==> config.mk <==
export PLATFORM = sky130hd
export DESIGN_NAME = des_key_schedule
export DESIGN_NICKNAME = d
export VERILOG_FILES = /design/src/rtl/des_pkg.sv /design/src/rtl/des_pc2.sv /design/src/rtl/des_key_schedule.sv
export SDC_FILE = /design/constraint.sdc
export NUM_CORES = 1
export LEC_CHECK = 0
export BUFFER_PORTS_ARGS = -buffer_cell sky130_fd_sc_hd__buf_2
export CAP_MARGIN = 15
export CORE_MARGIN = 2
export CORE_UTILIZATION = 49
export CTS_BUF_LIST = sky130_fd_sc_hd__clkbuf_4 sky130_fd_sc_hd__clkbuf_8
export CTS_CLUSTER_SIZE = 10
export DETAILED_ROUTE_END_ITERATION = 10
export PLACE_DENSITY = 0.72
export SLEW_MARGIN = 20
export SYNTH_ARGS = -nofsm -noshare
export SYNTH_HDL_FRONTEND = slang
export SYNTH_SLANG_ARGS = --single-unit
==> constraint.sdc <==
create_clock -name clk -period 2.6 [get_ports clk]
set_input_delay 0.13 -clock clk [delete_from_list [all_inputs] [get_ports clk]]
set_output_delay 0.13 -clock clk [all_outputs]
set_load 0.01 [all_outputs]
==> src/rtl/des_pkg.sv <==
// DES key-schedule constants, permutation tables and rotation helpers.
// Shared by the key schedule and the round datapath.
package des_pkg;

  localparam int unsigned DES_ROUNDS   = 16;
  localparam int unsigned DES_KEY_W    = 64;
  localparam int unsigned DES_CD_W     = 28;
  localparam int unsigned DES_SUBKEY_W = 48;

  // Tables hold 1-based DES bit numbers; DES bit 1 is the MSB of the vector.
  localparam int unsigned PC1 [56] = '{
    57, 49, 41, 33, 25, 17,  9,
     1, 58, 50, 42, 34, 26, 18,
    10,  2, 59, 51, 43, 35, 27,
    19, 11,  3, 60, 52, 44, 36,
    63, 55, 47, 39, 31, 23, 15,
     7, 62, 54, 46, 38, 30, 22,
    14,  6, 61, 53, 45, 37, 29,
    21, 13,  5, 28, 20, 12,  4
  };

  localparam int unsigned PC2 [48] = '{
    14, 17, 11, 24,  1,  5,
     3, 28, 15,  6, 21, 10,
    23, 19, 12,  4, 26,  8,
    16,  7, 27, 20, 13,  2,
    41, 52, 31, 37, 47, 55,
    30, 40, 51, 45, 33, 48,
    44, 49, 39, 56, 34, 53,
    46, 42, 50, 36, 29, 32
  };

  // Left-rotate amount for rounds 1..16 (index 0 = round 1).
  localparam logic [1:0] SHIFTS [16] = '{
    2'd1, 2'd1, 2'd2, 2'd2, 2'd2, 2'd2, 2'd2, 2'd2,
    2'd1, 2'd2, 2'd2, 2'd2, 2'd2, 2'd2, 2'd2, 2'd1
  };

  typedef enum logic {StIdle, StRun} ks_state_e;

  function automatic logic [2*DES_CD_W-1:0] pc1(input logic [DES_KEY_W-1:0] key);
    logic [2*DES_CD_W-1:0] cd;
    cd = '0;
    for (int i = 0; i < 56; i++) begin
      cd[6'(55 - i)] = key[6'(64 - PC1[i])];
    end
    return cd;
  endfunction

  function automatic logic [DES_CD_W-1:0] rotl28(input logic [DES_CD_W-1:0] x,
                                                 input logic [1:0] amt);
    return (amt == 2'd2) ? {x[25:0], x[27:26]} : {x[26:0], x[27]};
  endfunction

  function automatic logic [DES_CD_W-1:0] rotr28(input logic [DES_CD_W-1:0] x,
                                                 input logic [1:0] amt);
    return (amt == 2'd2) ? {x[1:0], x[27:2]} : {x[0], x[27:1]};
  endfunction

endpackage

==> src/rtl/des_pc2.sv <==
// PC-2 compression permutation: 56-bit {C, D} to 48-bit round subkey.
module des_pc2
  import des_pkg::*;
(
  input  logic [2*DES_CD_W-1:0]   cd_i,
  output logic [DES_SUBKEY_W-1:0] subkey_o
);

  always_comb begin
    subkey_o = '0;
    for (int i = 0; i < 48; i++) begin
      subkey_o[6'(47 - i)] = cd_i[6'(56 - PC2[i])];
    end
  end

endmodule

==> src/rtl/des_key_schedule.sv <==
// Iterative DES round-key generator: one 48-bit subkey per valid/ready transfer,
// K1..K16 for encryption or K16..K1 for decryption.
module des_key_schedule
  import des_pkg::*;
#(
  parameter int unsigned NUM_ROUNDS = DES_ROUNDS,
  parameter int unsigned SUBKEY_W   = DES_SUBKEY_W
) (
  input  logic                 clk,
  input  logic                 rst_n,
  input  logic                 start,
  input  logic                 enc,
  input  logic [DES_KEY_W-1:0] key_in,
  output logic                 key_valid,
  input  logic                 key_ready,
  output logic [SUBKEY_W-1:0]  subkey,
  output logic [3:0]           round_idx,
  output logic                 busy,
  output logic                 done
);

  localparam logic [3:0] LastIdx = 4'(NUM_ROUNDS - 1);

  ks_state_e             state_q, state_d;
  logic [DES_CD_W-1:0]   c_q, c_d, d_q, d_d;
  logic [3:0]            idx_q, idx_d;
  logic                  enc_q, enc_d;
  logic                  done_q, done_d;
  logic [2*DES_CD_W-1:0] cd0;
  logic [1:0]            shift_amt;

  assign cd0 = pc1(key_in);

  // Encrypt advances to round idx+2; decrypt undoes the shift of round 16-idx.
  assign shift_amt = enc_q ? SHIFTS[idx_q + 4'd1] : SHIFTS[4'd15 - idx_q];

  always_comb begin
    state_d = state_q;
    c_d     = c_q;
    d_d     = d_q;
    idx_d   = idx_q;
    enc_d   = enc_q;
    done_d  = 1'b0;
    unique case (state_q)
      StIdle: begin
        if (start) begin
          // Decrypt starts from C0/D0, which equal C16/D16 after 28 total shifts.
          c_d     = enc ? rotl28(cd0[55:28], 2'd1) : cd0[55:28];
          d_d     = enc ? rotl28(cd0[27:0], 2'd1) : cd0[27:0];
          idx_d   = '0;
          enc_d   = enc;
          state_d = StRun;
        end
      end
      StRun: begin
        if (key_ready) begin
          if (idx_q == LastIdx) begin
            state_d = StIdle;
            idx_d   = '0;
            done_d  = 1'b1;
          end else begin
            idx_d = idx_q + 4'd1;
            c_d   = enc_q ? rotl28(c_q, shift_amt) : rotr28(c_q, shift_amt);
            d_d   = enc_q ? rotl28(d_q, shift_amt) : rotr28(d_q, shift_amt);
          end
        end
      end
      default: state_d = StIdle;
    endcase
  end

  always_ff @(posedge clk or negedge rst_n) begin
    if (!rst_n) begin
      state_q <= StIdle;
      c_q     <= '0;
      d_q     <= '0;
      idx_q   <= '0;
      enc_q   <= 1'b0;
      done_q  <= 1'b0;
    end else begin
      state_q <= state_d;
      c_q     <= c_d;
      d_q     <= d_d;
      idx_q   <= idx_d;
      enc_q   <= enc_d;
      done_q  <= done_d;
    end
  end

  des_pc2 u_pc2 (
    .cd_i     ({c_q, d_q}),
    .subkey_o (subkey)
  );

  assign key_valid = (state_q == StRun);
  assign busy      = (state_q == StRun);
  assign done      = done_q;
  assign round_idx = idx_q;

endmodule

==> results of run 1 <==
[repair_timing]
| action | CTS | global route |
|---|---|---|
| hold endpoints to repair | 30 | 0 |
| endpoints found under the setup margin | 0 | 56 |
| hold buffers | 1 | 0 |
| buffers inserted | 0 | 1 |
| resized for setup | 0 | 4 |
[worst min path at each step]
stage | endpoint | slack, ps | cells after the start | startpoint
final | done$_DFF_PN0_ | 60 | 3 | key_ready
after CTS | done$_DFF_PN0_ | 50 | 3 | key_ready
after global routing | done$_DFF_PN0_ | 80 | 3 | key_ready
after floorplan | busy$_DFF_PN0_ | -170 | 0 | rst_n
after global placement | c_q[14]$_DFFE_PN0P_ | 250 | 1 | rst_n
after detailed placement | c_q[14]$_DFFE_PN0P_ | 270 | 1 | rst_n
[metrics by stage]
stage               std cells  setup TNS [ps]
floorplan                 572               0
global placement          708               0
detailed placement        708               0
CTS                       725               0
global route              729           -7.11
finish                    729               0
[metal layers]
| layer | global-route usage, % | share of wire (%) | vias up | wire length [um] |
|---|---|---|---|---|
| met2 | 36.4 | 47 | 194 | 6510 |
| met4 | 8.91 | 1.9 | 0 | 269 |
| met3 | 3.89 | 6.7 | 26 | 931 |
| met5 | 0 | 0 | - | 0 |
| met1 | 33.6 | 45 | 2226 | 6260 |
| li1 | - | - | 2144 | - |
[state kept, by name, indices dropped and copies added (netlist names)]
signal and count:
busy 1, done 1, c_q 28, round_idx 4
enc_q 1, d_q 28
[placed cells by master (no fill, tap or decap), drive strengths merged, types with 17 or more instances in the layout]
cell,Yosys,layout
buf,71,99
mux2i,86,86
dfrtp,63,63
o21ai,42,42
a221o,38,38
a21oi,34,34
nand2,31,31
nor3,20,20
mux2,18,18
a211oi,18,18
o221ai,17,17
or2,17,17
a22oi,17,17
[layout make-up]
cell class	count	area, um2
tap	136	170
fill	933	4620
timing repair buffer	101	648
sequential	63	1580
inverter	4	15.0
multi-input combinational	409	3100
clock inverter	7	72.6
clock buffer	9	124
[worst reg2reg max path, stage by stage (launching register included)]
cell     delay, ps
dfrtp_1        390
buf_4          170
ha_1           280
o31ai_1        310
o31ai_1        130
buf_4          160
a21oi_2        230
buf_4          180
and3_4         370
a221o_1        210
[where the power goes]
group	switching (uW)	total, uW	internal, uW	leakage [uW]
sequential	715	2100	1380	0.000820
combinational	2070	4020	1950	0.00174
clock	438	882	444	0.0000956
total	3230	7000	3780	0.00266
[cells by family after synthesis]
kind of cell / Yosys count
compound gates: 176
simple gates: 105
mux: 104
buf+inv: 101
flops: 63
fa+ha+maj: 6
other cells: 1
xor+xnor: 1
==> run summary, run 1 <==
outcome = finished, final reports clean
Layout Nets = 663
mux contribution to synthesized area = 20.5%
synthesized area = 5190 um2
CP peak stage delay = 390 ps
Setup WS pre-CTS = 34.9 ps
register area share after synthesis = 30.4%
DRT Pass-1 Iters = 7
CTS tree = built
slowest stage cell, crit path = dfrtp_1
GRT Resource Usage Total = 23.7%
critical path startpoint category = flop
#FFs+latches synth = 63
final cell utilization of the core = 55.2%
Yosys cell types = 42
port bufs = 75
CP max FO = 20
chip height = 107 um
layout cell share with drive strength beyond 1 = 24.1%
placed cell area = 5440 um2
Area contributors post-synth = dfrtp_1, mux2i_1, buf_4
simple-gate share of the synthesized area = 11.0%
Antenna Cells = 0
final hold slack = 64.8 ps
Critical Path Sink Type = flop
Floorplan Core Area = 10300 um2
CP Depth = 9
asr flop ratio synth = 100%
grt total ovfl = 0
first-pass GRT wire length = 21700 um
most frequent cell after synthesis = mux2i_1
commonest cells in the netlist = mux2i_1, dfrtp_1, buf_4
largest family of logic cells by synthesized area = compound AO/OA/AOI/OAI gates
Fin. Hold Viols = 0
Top delay family on crit path = compound AO/OA/AOI/OAI gates
f_max = 398 MHz
Synth Flop Type = dfrtp_1
crit path setup slack, layout = 88.4 ps
Area growth syn-to-layout = 9.88%
worst r2r src = round_idx[0]$_DFFE_PN0P_
final instance area = 5700 um2
worst path bufs/invs = 3
Num CTS Buffers = 9
Synth Area in Compound Gates = 24.4%
largest net degree at the start of global routing = 67
R2R Setup Slk = 90 ps
Bufs on Longest Clock Path = 2
Die Area = 11400 um2
Slew @ Worst Pin = 862 ps
Synth area leader = dfrtp_1
Worst VDD drop = 0.000618 V
CP arrival = 2790 ps
vias in the first global route = 4176
Routed WL = 14000 um
Req. time, crit path = 2880 ps
HP Class = in2reg
P_leak = 0.00266 uW
initial DRC count = 489
Rows = 37
antenna violation net count after detailed routing = 0
R2R depth = 9
CP Class = reg2reg
most frequent CP cell = buf_4
Worst setup startpoint = round_idx[0]$_DFFE_PN0P_
drt wl/cell = 19.2 um
Clock Skews = 16.4 ps
CTS HTree Levels = 3
count of final setup violators = 0
Clk pin slew, worst setup/hold paths = 90 ps
PD cells = 1230 nW/um2
DR vias = 4590
Root Buffer = clkbuf_8
Max Cap Violations = 0
Slew headroom = 42.5%
DP HPWL = 8730 um
XOR/XNOR Fraction of Synth Area = 0.169%
Post-synth EDFFs = 0
clk sinks = 63
crit path cell chain = buf_4 > ha_1 > o31ai_1 > o31ai_1 > buf_4 > a21oi_2 > buf_4 > and3_4 > a221o_1
syn avg cell area = 9.32 um2
total power draw = 7000 uW
Placer Congestion = 0.883
Final min period = 2510 ps
worst skew pair latency = 360 ps
Yosys top cell area share = 30.4%
via-per-instance ratio = 6.30
Post-Syn Instances = 557
Die X = 107 um
initial core utilization = 50.3%
period utilisation layout = 96.6%
initial antenna violation count = 0
crit path to = d_q[8]$_DFFE_PN0P_
IO Pins = 124
adder-cell share of the synthesized area = 1.45%
Slew Limit Fails = 0
Synth Warn # = 0
r2r endpoint = d_q[8]$_DFFE_PN0P_
DRC = 0
Note: power is estimated with default switching activity, not from simulation.
==> run 2, diff against run 1 <==
--- a/config.mk
+++ b/config.mk
@@ -7,12 +7,14 @@
 export LEC_CHECK = 0
 export BUFFER_PORTS_ARGS = -buffer_cell sky130_fd_sc_hd__buf_2
 export CAP_MARGIN = 15
+export CELL_PAD_IN_SITES_DETAIL_PLACEMENT = 0
+export CELL_PAD_IN_SITES_GLOBAL_PLACEMENT = 1
 export CORE_MARGIN = 2
-export CORE_UTILIZATION = 49
+export CORE_UTILIZATION = 42
 export CTS_BUF_LIST = sky130_fd_sc_hd__clkbuf_4 sky130_fd_sc_hd__clkbuf_8
 export CTS_CLUSTER_SIZE = 10
 export DETAILED_ROUTE_END_ITERATION = 10
-export PLACE_DENSITY = 0.72
+export PLACE_DENSITY = 0.81
 export SLEW_MARGIN = 20
 export SYNTH_ARGS = -nofsm -noshare
 export SYNTH_HDL_FRONTEND = slang
==> run summary, run 2 (synthesis gave the netlist of run 1 again) <==
Area growth syn-to-layout = 10.1%
Rows = 40 (+8.1%)
Placed Cells = 742 (+4.8%)
DRT Pass-1 Iters = 4 (-3)
vias in the first global route = 4257 (+1.9%)
largest net degree at the start of global routing = 57 (-15%)
Req. time, crit path = 2860 ps (-20 ps)
port bufs = 75 (unchanged)
Slew Limit Fails = 0 (unchanged)
DR vias = 4489 (-2.2%)
Placer Congestion = 0.840 (-4.9%)
Die X = 115 um (+7.7%)
worst skew pair latency = 380 ps (+20 ps)
RSZ-0062 raised after global routing = no
Max Cap Violations = 0 (unchanged)
Antenna Cells = 0 (unchanged)
count of final setup violators = 0 (unchanged)
Bufs on Longest Clock Path = 2 (unchanged)
Slew headroom = 62.2% (+20 points)
# Post-CTS Setup Buffers = 0 (unchanged)
Slew @ Worst Pin = 567 ps (-295 ps)
CP arrival = 2730 ps (-60 ps)
Root Buffer = clkbuf_8
via-per-instance ratio = 5.91 (-6.1%)
CTS HTree Levels = 3 (unchanged)
Critical Path Sink Type = flop
drt wl/cell = 18.3 um (-4.5%)
Die Area = 13300 um2 (+16%)
clk sinks = 63 (unchanged)
Clk pin slew, worst setup/hold paths = 80 ps (about the same)
HP Class = in2reg
Worst VDD drop = 0.000686 V (+11%)
f_max = 404 MHz (+1.5%)
Post-Layout Cell Count = 759 (+4.1%)
Routed WL = 13900 um (-0.59%)
grt total ovfl = 0 (unchanged)
CP Class = reg2reg
Num CTS Buffers = 9 (unchanged)
antenna violation net count after detailed routing = 0 (unchanged)
commonest non-fill, non-tap cell in the layout = mux2i_1
critical path startpoint category = flop
post-route setup TNS = 0 ps (unchanged)
initial antenna violation count = 0 (unchanged)
Fin. Hold Viols = 0 (unchanged)
DRC = 0 (unchanged)
Clock Skews = 9.55 ps (-6.82 ps)
final hold slack = 49.4 ps (-15.5 ps)
PD cells = 1200 nW/um2 (-1.9%)
period utilisation layout = 95.1% (-1.5 points)
GRT Resource Usage Total = 21.4% (-2.3 points)
Layout Nets = 661 (-0.30%)
outcome = finished, final reports clean
chip height = 115 um (+7.7%)
first-pass GRT wire length = 22300 um (+2.9%)
Setup WS pre-CTS = 134 ps (+98.9 ps)
initial DRC count = 394 (-19%)
layout cell share with drive strength beyond 1 = 23.9% (-0.26 points)
initial core utilization = 43.0% (-7.2 points)
Final min period = 2470 ps (-38.1 ps)
DP HPWL = 9240 um (+5.9%)
IO Pins = 124 (unchanged)
P_leak = 0.00265 uW (-0.54%)
CP max FO = 39 (+95%)
CTS tree = built
Floorplan Core Area = 12100 um2 (+17%)
crit path setup slack, layout = 127 ps (+38.1 ps)
most frequent cells in the layout = mux2i_1, buf_2, dfrtp_1
[run 2: changes by cell type in the layout (fill, tap and decap cells not counted), sizes merged]
cell	delta
and3	-1
clkinv	-2
clkbuf	-1
bufinv	+1
clkinvlp	+1
[run 2: layout make-up]
class | count | area, um2
clock buffers | 9 | 124
inverters | 4 | 15.0
fillers | 1154 | 6350
well taps | 168 | 210
multi-input cells | 408 | 3080
flip-flops and latches | 63 | 1580
clock inverters | 7 | 96.3
repair buffers | 100 | 616
[run 2: critical path, stage by stage, from the launching register on]
cell and delay (ps):
dfrtp_1 400, inv_1 110, ha_1 350, or4_4 570, o31ai_4 80, a21oi_2 110
and3_4 370, a221o_1 350
[run 2: per-stage QoR]
stage                     util [%]  total power (uW)  cell area (um2)
after detailed placement      45.5              5880             5480
after CTS                     47.4              6890             5710
after floorplan                  -              5090             5250
after global placement        45.5              5780             5480
after global routing          47.4              7350             5720
final                         47.4              6890             5720
[run 2: worst paths after layout]
path,from,endpoint,slack [ps],cells after the start
max,round_idx[0]$_DFFE_PN0P_,c_q[6]$_DFFE_PN0P_,130,7
min,key_ready,done$_DFF_PN0_,50,3
max reg2reg,round_idx[0]$_DFFE_PN0P_,c_q[6]$_DFFE_PN0P_,130,7
min reg2reg,c_q[7]$_DFFE_PN0P_,c_q[9]$_DFFE_PN0P_,580,1
max in group asynchronous,rst_n,done$_DFF_PN0_,1550,3
min in group asynchronous,rst_n,c_q[5]$_DFFE_PN0P_,280,2
[run 2: power by group]
| part | internal [uW] | switching [uW] | leakage [uW] |
|---|---|---|---|
| Combinational | 1820 | 1960 | 0.00172 |
| Sequential | 1380 | 725 | 0.000820 |
| Clock | 540 | 454 | 0.000102 |
| Total | 3750 | 3140 | 0.00265 |
[run 2: repair_timing]
action | in CTS | in global routing
endpoints found under the hold margin | 19 | 0
resized for setup | 0 | 1
endpoints found under the setup margin | 0 | 1
hold buffers | 1 | 0
[run 2: layer usage]
metal	wire, um	GRT usage [%]	up-vias
li1	-	-	2126
met1	6490	29.5	2222
met2	6490	33.6	126
met3	734	5.43	15
met4	165	5.86	0
met5	0	0	-
==> run 3, diff against run 2 <==
==> constraint.sdc (replaced) <==
create_clock -name clk -period 2.6 [get_ports clk]
set_input_delay 0.78 -clock clk [delete_from_list [all_inputs] [get_ports clk]]
set_output_delay 0.78 -clock clk [all_outputs]
set_load 0.01 [all_outputs]
==> run summary, run 3 (synthesis gave the netlist of run 1 again) <==
outcome = finished, final reports clean
DRC = 0 (unchanged)
vias in the first global route = 4361 (+2.4%)
period utilisation layout = 93.2% (-1.9 points)
CP max FO = 39 (unchanged)
CP arrival = 2660 ps (-70 ps)
critical path startpoint category = flop
Final min period = 2420 ps (-49.3 ps)
Req. time, crit path = 2840 ps (-20 ps)
grt total ovfl = 0 (unchanged)
Root Buffer = clkbuf_8
Routed met1 length = 6560 um (+1.0%)
Rows = 40 (unchanged)
RSZ-0062 raised after global routing = no
P_leak = 0.00264 uW (-0.25%)
Slew Limit Fails = 0 (unchanged)
Slew headroom = 55.5% (-6.7 points)
antenna violation net count after detailed routing = 0 (unchanged)
largest net degree at the start of global routing = 65 (+14%)
initial core utilization = 43.0% (unchanged)
Routed WL = 13900 um (+0.18%)
Num CTS Buffers = 9 (unchanged)
first-pass GRT wire length = 22900 um (+2.4%)
DR vias = 4509 (+0.45%)
IO Pins = 124 (unchanged)
DP HPWL = 9130 um (-1.3%)
Layout Nets = 657 (-0.61%)
chip height = 115 um (unchanged)
Critical Path Sink Type = flop
Bufs on Longest Clock Path = 2 (unchanged)
DRT Pass-1 Iters = 5 (+1)
initial antenna violation count = 0 (unchanged)
initial DRC count = 444 (+13%)
CTS Hold Bufs = 0 (-1)
CTS tree = built
count of final setup violators = 0 (unchanged)
wire length on met3 = 712 um (-3.0%)
post-route setup TNS = 0 ps (unchanged)
drt wl/cell = 18.4 um (+0.71%)
layout cell share with drive strength beyond 1 = 23.7% (-0.18 points)
via-per-instance ratio = 5.97 (+0.98%)
R2R depth = 7 (unchanged)
Max Cap Violations = 0 (unchanged)
Slew @ Worst Pin = 667 ps (+100 ps)
worst skew pair latency = 360 ps (-20 ps)
Worst VDD drop = 0.000981 V (+43%)
Fin. Hold Viols = 0 (unchanged)
total power draw = 6930 uW (+0.58%)
Clk pin slew, worst setup/hold paths = 80 ps (about the same)
CTS HTree Levels = 3 (unchanged)
HP Class = in2async
Floorplan Core Area = 12100 um2 (unchanged)
clk sinks = 63 (unchanged)
GRT Resource Usage Total = 21.5% (+0.068 points)
commonest non-fill, non-tap cell in the layout = mux2i_1
port bufs = 75 (unchanged)
Die X = 115 um (unchanged)
metal2 WL = 6520 um (+0.46%)
Antenna Cells = 0 (unchanged)
top sig layer = met4
most frequent cells in the layout = mux2i_1, buf_2, dfrtp_1
f_max = 413 MHz (+2.0%)
Clock Skews = 10.8 ps (+1.30 ps)
Area growth syn-to-layout = 9.91%
Placer Congestion = 0.842 (+0.32%)
Die Area = 13300 um2 (unchanged)
CP Class = reg2reg
PD cells = 1210 nW/um2 (+0.78%)
-- run 3: layout make-up --
type	instances	area, um2
fill	1170	6360
multi-input combinational	408	3090
sequential	63	1580
timing repair buffer	96	588
tap	168	210
clock buffer	10	131
clock inverter	6	93.8
inverter	4	15.0
-- run 3: path summary, 6_finish.rpt --
check	startpoint	endpoint	slack, ps
hold reg to reg	c_q[25]$_DFFE_PN0P_	c_q[27]$_DFFE_PN0P_	590
setup / recovery	round_idx[0]$_DFFE_PN0P_	c_q[24]$_DFFE_PN0P_	180
min in group clk	c_q[25]$_DFFE_PN0P_	c_q[27]$_DFFE_PN0P_	590
max in group asynchronous	rst_n	round_idx[1]$_DFFE_PN0P_	1590
hold / removal	rst_n	c_q[12]$_DFFE_PN0P_	380
setup reg to reg	round_idx[0]$_DFFE_PN0P_	c_q[24]$_DFFE_PN0P_	180
-- run 3: routing by layer --
layer / vias up / GRT usage, %
li1: 2116 / -
met1: 2233 / 30.3
met2: 147 / 34.0
met3: 13 / 4.01
met4: 0 / 5.38
met5: - / 0
-- run 3: what timing repair did --
action / CTS / global route
buffers inserted: 0 / 0
resized for setup: 0 / 3
endpoints found under the setup margin: 0 / 21
-- run 3: stage by stage --
stage | worst slack [ps] | instances | area, um2 | hold slack [ps] | util, %
2_1_floorplan | 92.2 | 572 | 5250 | 484 | -
3_3_place_gp | 185 | 739 | 5460 | 564 | 45.3
3_5_place_dp | 121 | 739 | 5460 | 574 | 45.3
4_1_cts | 107 | 755 | 5690 | 392 | 47.1
5_1_grt | 34.4 | 755 | 5700 | 410 | 47.3
6_report | 176 | 755 | 5700 | 382 | 47.3
-- run 3: critical path, stage by stage, from the launching register on --
cell     delay (ps)
dfrtp_1         420
inv_1           180
ha_4            240
or4_4           550
o31ai_4          80
a21oi_2         100
and3_4          370
a221o_1         350
-- run 3: report_power, final --
group / switching, uW / internal (uW) / leakage (uW) / total [uW]
Combinational: 1960 / 1840 / 0.00171 / 3800
Sequential: 738 / 1380 / 0.000819 / 2120
Clock: 443 / 557 / 0.000110 / 1000
